$ cat config.mk
export PLATFORM = sky130hd
export DESIGN_NAME = key_debounce
export DESIGN_NICKNAME = d
export VERILOG_FILES = /design/src/rtl/key_debounce.sv
export SDC_FILE = /design/constraint.sdc
export NUM_CORES = 1
export LEC_CHECK = 0
export CORE_MARGIN = 2
export CORE_UTILIZATION = 60
export CTS_CLUSTER_SIZE = 12
export DETAILED_ROUTE_END_ITERATION = 8
export GPL_ROUTABILITY_DRIVEN = 1
export PLACE_DENSITY = 0.78
export SYNTH_ARGS = -nofsm -noshare
export SYNTH_HDL_FRONTEND = slang
export SYNTH_SLANG_ARGS = --single-unit
$ cat constraint.sdc
create_clock -name sys_clk -period 3.9 [get_ports sys_clk]
set_input_delay 0.78 -clock sys_clk [delete_from_list [all_inputs] [get_ports sys_clk]]
set_output_delay 0.78 -clock sys_clk [all_outputs]
set_load 0.03 [all_outputs]
$ cat src/rtl/key_debounce.sv
// Debounces one active-low push-button into a clean level plus press, release and
// long-press pulses. All timing is counted in sys_clk cycles.
module key_debounce #(
  parameter int unsigned CLK_FREQ     = 50_000_000,
  parameter int unsigned DEBOUNCE_CYC = CLK_FREQ / 50,
  parameter int unsigned LONG_CYC     = CLK_FREQ
) (
  input  logic sys_clk,
  input  logic rst,
  input  logic key_in,
  output logic key_level,
  output logic key_press,
  output logic key_release,
  output logic key_long
);

  localparam int unsigned DB_W   = $clog2(DEBOUNCE_CYC);
  localparam int unsigned HOLD_W = $clog2(LONG_CYC);
  localparam logic [DB_W-1:0]   DB_MAX   = DB_W'(DEBOUNCE_CYC - 1);
  localparam logic [HOLD_W-1:0] HOLD_MAX = HOLD_W'(LONG_CYC - 1);

  typedef enum logic [1:0] {
    StIdle,
    StPressFilt,
    StPressed,
    StRelFilt
  } state_e;

  state_e            state_q;
  logic [1:0]        sync_q;
  logic [DB_W-1:0]   db_cnt_q;
  logic [HOLD_W-1:0] hold_cnt_q;
  logic              long_done_q;
  logic              key_s;

  assign key_s = sync_q[1];

  always_ff @(posedge sys_clk) begin
    if (rst) begin
      state_q     <= StIdle;
      sync_q      <= 2'b11;
      db_cnt_q    <= '0;
      hold_cnt_q  <= '0;
      long_done_q <= 1'b0;
      key_level   <= 1'b0;
      key_press   <= 1'b0;
      key_release <= 1'b0;
      key_long    <= 1'b0;
    end else begin
      sync_q      <= {sync_q[0], key_in};
      key_press   <= 1'b0;
      key_release <= 1'b0;
      key_long    <= 1'b0;
      unique case (state_q)
        StIdle: begin
          if (!key_s) begin
            state_q  <= StPressFilt;
            db_cnt_q <= '0;
          end
        end
        StPressFilt: begin
          if (key_s) begin
            state_q  <= StIdle;
            db_cnt_q <= '0;
          end else if (db_cnt_q == DB_MAX) begin
            state_q     <= StPressed;
            db_cnt_q    <= '0;
            hold_cnt_q  <= '0;
            long_done_q <= 1'b0;
            key_press   <= 1'b1;
            key_level   <= 1'b1;
          end else begin
            db_cnt_q <= db_cnt_q + 1'b1;
          end
        end
        StPressed: begin
          // Saturate at the threshold; long_done_q suppresses repeat pulses.
          if (hold_cnt_q == HOLD_MAX) begin
            if (!long_done_q) begin
              key_long    <= 1'b1;
              long_done_q <= 1'b1;
            end
          end else begin
            hold_cnt_q <= hold_cnt_q + 1'b1;
          end
          if (key_s) begin
            state_q  <= StRelFilt;
            db_cnt_q <= '0;
          end
        end
        StRelFilt: begin
          // Hold count stays frozen so a bounce only delays the long press.
          if (!key_s) begin
            state_q  <= StPressed;
            db_cnt_q <= '0;
          end else if (db_cnt_q == DB_MAX) begin
            state_q     <= StIdle;
            db_cnt_q    <= '0;
            key_release <= 1'b1;
            key_level   <= 1'b0;
          end else begin
            db_cnt_q <= db_cnt_q + 1'b1;
          end
        end
        default: state_q <= StIdle;
      endcase
    end
  end

endmodule

==> reports/results.ini, run 1 <==
[min_path]
hp-class=flop to flop

[detailed_routing]
via_count=2581
drt_iter0_drc=159
drt-pass1-iter-count=5
drc=0
wl_per_cell_um=14.9
vias_per_cell=6.50
wl_mm=5.93
ant_nets=0

[cells_and_area]
n_fill_cell=411
areaGrowthSynthToFinish_pct=6.00
diodes=0
drive_above_1_share_pct=6.12
utilization_pct=65.0
nNetsFinal=347

[timing]
fin_worst_skew_ps=8.94
tightestPinTransition_ps=969
slew_violations=0
period_share_pct=66.3
max_clock_freq_mhz=387
rsz0062_at_grt=no
max_slew_margin_pct=35.4
report.final.hold_viol_count=0
setup_viol=0
setup_tns_ps=0
min_period_ps=2590

[critical_path]
endpoint=hold_cnt_q[25]
cp-startpoint=db_cnt_q[7]
slowest_delay_ps=800
path_cells=or4b_4, nor4_4, nand3_4, o31ai_4, a21oi_1
critPathKind=flop to flop
r2r_cells=5
worst_r2r_endpoint=hold_cnt_q[25]
cp_max_fo=24
cp-start-kind=flop
worstPathArrival_ps=2740
r2r-start=db_cnt_q[7]
crit_slowest_cell=o31ai_4
required_ps=4050
reg2reg_slack_ps=1310
crit_path_end_kind=flop

[logic_synthesis]
synth_area_mm2=0.00286
yosys-top-cells-count=dfxtp_1 (55), a21oi_1 (38), nand3_1 (24)
yosys.area.top_type=dfxtp_1
ys_warn_count=0
syn_inst=342
synth_seq_cells=55
yosysMostFrequentCell=dfxtp_1
synthArstFlopShare_pct=0
synth_cell_types=50
synth-edff-count=0
yosysTopAreaCellShare_pct=38.5
syn_avg_cell_area_um2=8.35
synth-seq-area-share_pct=38.5
ys.flop_type=dfxtp_1
synthTopCellsByArea=dfxtp_1 (39%), a21oi_1 (6.7%), nand3_1 (4.2%)
syn_nets=347

[grt]
grt_usage_pct=24.0
gr-total-overflow=0
grt_pass1_vias=2321
antenna_found_initial=0
grt_max_degree=26
grt_pass1_wl_mm=10.1

[clock_network]
holdBufCountCts=0
htree_levels=2
cts_sinks=55
cts_resized=0
cts_setup_buffers=0
cts_max_path_buffers=2
clk_pin_slew_ps=100
cts_tree=yes
cts_root_buffer=clkbuf_8
clock_latency_ps=310
numCtsBuffers=5

[die]
die_y_um=73
num_rows=25
io_pins=7
start_util_pct=61.3
coreArea_mm2=0.00466
die_area_mm2=0.00533
die_w_um=73

[pwr]
power_density_mw_per_mm2=306
p_leak_nw=0.940
peakVddDrop_v=0.000230

[run]
cap_viol_max_count=0

[placed_design]
io_buffers=6
hpwl_mm=4.25
gp_congestion=0.885

[status]
status=completed

-- final cells by class --
cell class / instances / area [um2] / share of cell area, %
clock buffers: 7 / 86.3 / 2.85
clock inverters: 1 / 8.76 / 0.289
well taps: 54 / 67.6 / 2.23
inverters: 12 / 45.0 / 1.49
flip-flops and latches: 55 / 1100 / 36.4
multi-input cells: 259 / 1640 / 54.0
repair buffers: 9 / 82.6 / 2.73
-- kinds of logic after synthesis --
kind of cell / share of synthesized area, %
AO/OA/AOI/OAI: 20.5
XOR/XNOR: 1.53
adder cells (fa/ha/maj): 0.876
buffers and inverters: 4.47
flip-flops: 38.5
multiplexers: 1.75
AND/OR/NAND/NOR: 32.3
-- stage by stage --
stage / instances / hold WS [ps] / power [mW] / setup WS, ps / instance area, um2
final: 397 / 419 / 0.926 / 1310 / 3030
after global routing: 397 / 437 / 0.964 / 1100 / 3030
after CTS: 397 / 414 / 0.939 / 1280 / 3030
after detailed placement: 389 / 402 / 0.610 / 1150 / 2930
after global placement: 389 / 397 / 0.609 / 1200 / 2930
after floorplan: 342 / 389 / 0.603 / 1810 / 2860
-- state kept, by name, summed over array words and instances (netlist names), named ones only --
name,flops
db_cnt_q,20
hold_cnt_q,26
key_level,1
key_long,1
key_press,1
key_release,1
long_done_q,1
state_q,1
sync_q,2
-- cells in the final DEF (no fill, tap or decap), types with 10 or more instances in the layout --
cell and instances:
and3_1 11, nand2_1 20, nand3_1 24, nor2_1 20, inv_1 12, o31ai_1 13, a21oi_1 38, or4_1 12
dfxtp_1 55, nand4_1 17, or3_1 10, o21ai_0 16
-- worst min-delay path by stage --
stage                 to  cells after the start        start  slack [ps]
6_report        key_long                      1  long_done_q         420
5_1_grt         key_long                      1  long_done_q         440
4_1_cts         key_long                      1  long_done_q         410
3_5_place_dp   sync_q[1]                      1    sync_q[0]         400
3_3_place_gp   sync_q[1]                      1    sync_q[0]         400
2_1_floorplan  sync_q[1]                      1    sync_q[0]         390
-- power breakdown --
group / leakage (nW) / switching, mW / internal, mW
clock: 0.0484 / 0.183 / 0.146
combinational: 0.448 / 0.0194 / 0.0115
sequential: 0.443 / 0.00243 / 0.563
total: 0.940 / 0.205 / 0.721
-- metal layers --
layer / global-route usage [%] / routed length (um)
met2: 39.8 / 2920
met5: 0 / 0
met1: 30.2 / 2700
met4: 10.7 / 91
met3: 4.56 / 218
-- critical path: cells and delay by family (launching register included) --
family | cells | cell delay [ps]
AOI/OAI and AO/OA | 2 | 900
DFF | 1 | 380
and+or+nand+nor | 3 | 1150
Power figures use the tool's default switching activity.
==> inputs of run 2 (changes only) <==
--- a/config.mk
+++ b/config.mk
@@ -6,11 +6,11 @@
 export NUM_CORES = 1
 export LEC_CHECK = 0
 export CORE_MARGIN = 2
-export CORE_UTILIZATION = 60
+export CORE_UTILIZATION = 55
 export CTS_CLUSTER_SIZE = 12
 export DETAILED_ROUTE_END_ITERATION = 8
 export GPL_ROUTABILITY_DRIVEN = 1
-export PLACE_DENSITY = 0.78
+export PLACE_DENSITY = 0.75
 export SYNTH_ARGS = -nofsm -noshare
 export SYNTH_HDL_FRONTEND = slang
 export SYNTH_SLANG_ARGS = --single-unit
==> constraint.sdc (replaced) <==
create_clock -name sys_clk -period 2.29 [get_ports sys_clk]
set_input_delay 0.458 -clock sys_clk [delete_from_list [all_inputs] [get_ports sys_clk]]
set_output_delay 0.458 -clock sys_clk [all_outputs]
set_load 0.03 [all_outputs]
==> run 2 against run 1 <==
  * Fmax is 18% higher
  * Wire length grew 9.4%
  * Worst hold slack better by 8.4 ps
  * Utilization is 1.8 points lower
  * Largest power group unchanged
==> reports/results.ini, run 2 (synthesized netlist as in run 1, its figures left out) <==
[die]
num_rows=26  ; +4.0%
die_w_um=76.1  ; +4.2%
die_y_um=76.1  ; +4.2%
die_area_mm2=0.00579  ; +8.6%
start_util_pct=56.3  ; -5.0 points
coreArea_mm2=0.00507  ; +8.9%
io_pins=7  ; unchanged

[critical_path]
r2r-start=db_cnt_q[16]
required_ps=2490  ; -1560 ps
cp-start-kind=flop
worstPathArrival_ps=2400  ; -340 ps
reg2reg_slack_ps=90  ; -1220 ps
worst_r2r_endpoint=hold_cnt_q[7]
slowest_delay_ps=500  ; -300 ps
crit_slowest_cell=or4b_4
critPathKind=flop to flop
r2r_cells=7  ; +2
path_cells=or4b_4, nor4_4, buf_4, nand3_4, o31ai_4, buf_12, a21oi_1
crit_path_end_kind=flop
cp_max_fo=24  ; unchanged

[cells_and_area]
final_common_cell=dfxtp_1
multi_input_area_mm2=0.00164  ; unchanged
utilization_pct=63.2  ; -1.8 points
reg_top3=hold_cnt_q (26), db_cnt_q (20), sync_q (2)
diodes=0  ; unchanged
areaGrowthSynthToFinish_pct=12.3
area.sequential_mm2=0.00110  ; unchanged
nNetsFinal=365  ; +5.2%
top_register=hold_cnt_q
n_fill_cell=468  ; +14%
fin_cells=431  ; +8.6%
finalInstanceArea_mm2=0.00321  ; +5.9%
final_cell_mix=dfxtp_1 (55), a21oi_1 (38), nand3_1 (24)
largest_reg_flops=26  ; unchanged
drive_above_1_share_pct=11.1  ; +5.0 points

[detailed_routing]
drt_iter0_drc=231  ; +45%
wl_per_cell_um=15.1  ; +0.79%
ant_nets=0  ; unchanged
drc=0  ; unchanged
drt-pass1-iter-count=5  ; unchanged
via_count=2681  ; +3.9%
vias_per_cell=6.22  ; -4.3%
wl_mm=6.49  ; +9.4%

[placed_design]
gp_congestion=0.869  ; -1.8%
placedCellCount=423  ; +8.7%
hpwl_mm=4.68  ; +10%
io_buffers=6  ; unchanged
placed_area_mm2=0.00311  ; +6.1%

[timing]
min_period_ps=2200  ; -388 ps
setup_viol=0  ; unchanged
rsz0062_at_grt=no
report.final.hold_viol_count=0  ; unchanged
setup_tns_ps=0  ; unchanged
period_share_pct=96.0  ; +30 points
max_slew_margin_pct=38.0  ; +2.6 points
tightestPinTransition_ps=927  ; -42.0 ps
fin_worst_skew_ps=15.6  ; +6.65 ps
max_clock_freq_mhz=455  ; +18%
slew_violations=0  ; unchanged

[clock_network]
cts_max_path_buffers=2  ; unchanged
clk_pin_slew_ps=100  ; about the same
clock_latency_ps=320  ; about the same
htree_levels=2  ; unchanged
cts_resized=0  ; unchanged
cts_tree=yes
cts_sinks=55  ; unchanged
numCtsBuffers=5  ; unchanged
cts_root_buffer=clkbuf_8
cts_setup_buffers=0  ; unchanged
holdBufCountCts=0  ; unchanged

[pwr]
power_density_mw_per_mm2=494  ; +62%
combPwrFrac_pct=3.8  ; +0.5 points
switching_share_pct=24.0  ; +1.8 points
p_leak_nw=1.04  ; +10%
power_frac_seq_pct=60.8  ; -0.3 points
power.switching_mw=0.380  ; +85%
pwr-share-clk_pct=35.4  ; -0.2 points
peakVddDrop_v=0.000380  ; +65%
p_int_mw=1.20  ; +67%

[status]
status=completed

[run]
cap_viol_max_count=0  ; unchanged

[min_path]
hold_depth=1  ; unchanged
hold_end=sync_q[1]
hp-class=flop to flop
min_from=sync_q[0]

[grt]
gr-total-overflow=0  ; unchanged
grt_pass1_vias=2423  ; +4.4%
antenna_found_initial=0  ; unchanged
grt_pass1_wl_mm=11.1  ; +9.4%
grt_max_degree=26  ; unchanged
grt_usage_pct=23.0  ; -1.0 points

==> run 2: area by class of cell <==
class / instances / area share (%)
multi-input combinational: 259 / 51.0
sequential: 55 / 34.3
timing repair buffer: 27 / 7.57
tap: 70 / 2.73
clock buffer: 5 / 2.15
inverter: 12 / 1.40
clock inverter: 3 / 0.780
==> run 2: how the worst max path moves through the flow <==
stage / startpoint / endpoint / slack (ps) / cells past startpoint
final: db_cnt_q[16] / hold_cnt_q[7] / 90 / 7
after global routing: db_cnt_q[16] / hold_cnt_q[21] / 60 / 7
after CTS: db_cnt_q[16] / hold_cnt_q[7] / 120 / 7
after detailed placement: db_cnt_q[16] / hold_cnt_q[5] / 130 / 7
after global placement: db_cnt_q[16] / hold_cnt_q[21] / 180 / 7
after floorplan: db_cnt_q[0] / hold_cnt_q[6] / 200 / 7
==> run 2: through the flow <==
| step | power (mW) | setup slack, ps | hold slack [ps] |
|---|---|---|---|
| finish | 1.59 | 91.9 | 427 |
| global route | 1.63 | 62.5 | 458 |
| CTS | 1.59 | 116 | 429 |
| detailed placement | 1.05 | 132 | 399 |
| global placement | 1.05 | 183 | 401 |
| floorplan | 1.03 | 203 | 389 |
==> run 2: metal layers <==
metal	wire length (um)	GRT usage, %	share of wire [%]	vias to the layer above
met5	0	0	0	-
met4	57	6.55	0.88	0
met3	346	4.50	5.3	6
met2	2980	38.0	46	79
met1	3110	30.8	48	1255
li1	-	-	-	1341
==> run 2: worst max-delay path, delay by kind of cell, from the launching register on <==
| kind | cells | cell delay [ps] |
|---|---|---|
| AOI/OAI and AO/OA | 2 | 290 |
| buffers and inverters | 2 | 410 |
| DFF | 1 | 420 |
| and+or+nand+nor | 3 | 950 |
==> run 2: power groups by stage <==
stage / registers (mW) / clock network, mW / logic [mW]
after global routing: 0.965 / 0.604 / 0.0658
after floorplan: 0.988 / 0 / 0.0396
after detailed placement: 0.986 / 0 / 0.0598
after CTS: 0.964 / 0.568 / 0.0601
final: 0.964 / 0.561 / 0.0603
after global placement: 0.986 / 0 / 0.0597
==> inputs of run 3 (changes only) <==
--- a/config.mk
+++ b/config.mk
@@ -7,6 +7,7 @@
 export LEC_CHECK = 0
 export CORE_MARGIN = 2
 export CORE_UTILIZATION = 55
+export CTS_CLUSTER_DIAMETER = 40
 export CTS_CLUSTER_SIZE = 12
 export DETAILED_ROUTE_END_ITERATION = 8
 export GPL_ROUTABILITY_DRIVEN = 1
==> results of run 3 <==
Final layout, timing and power as in run 2 (identical DEF).
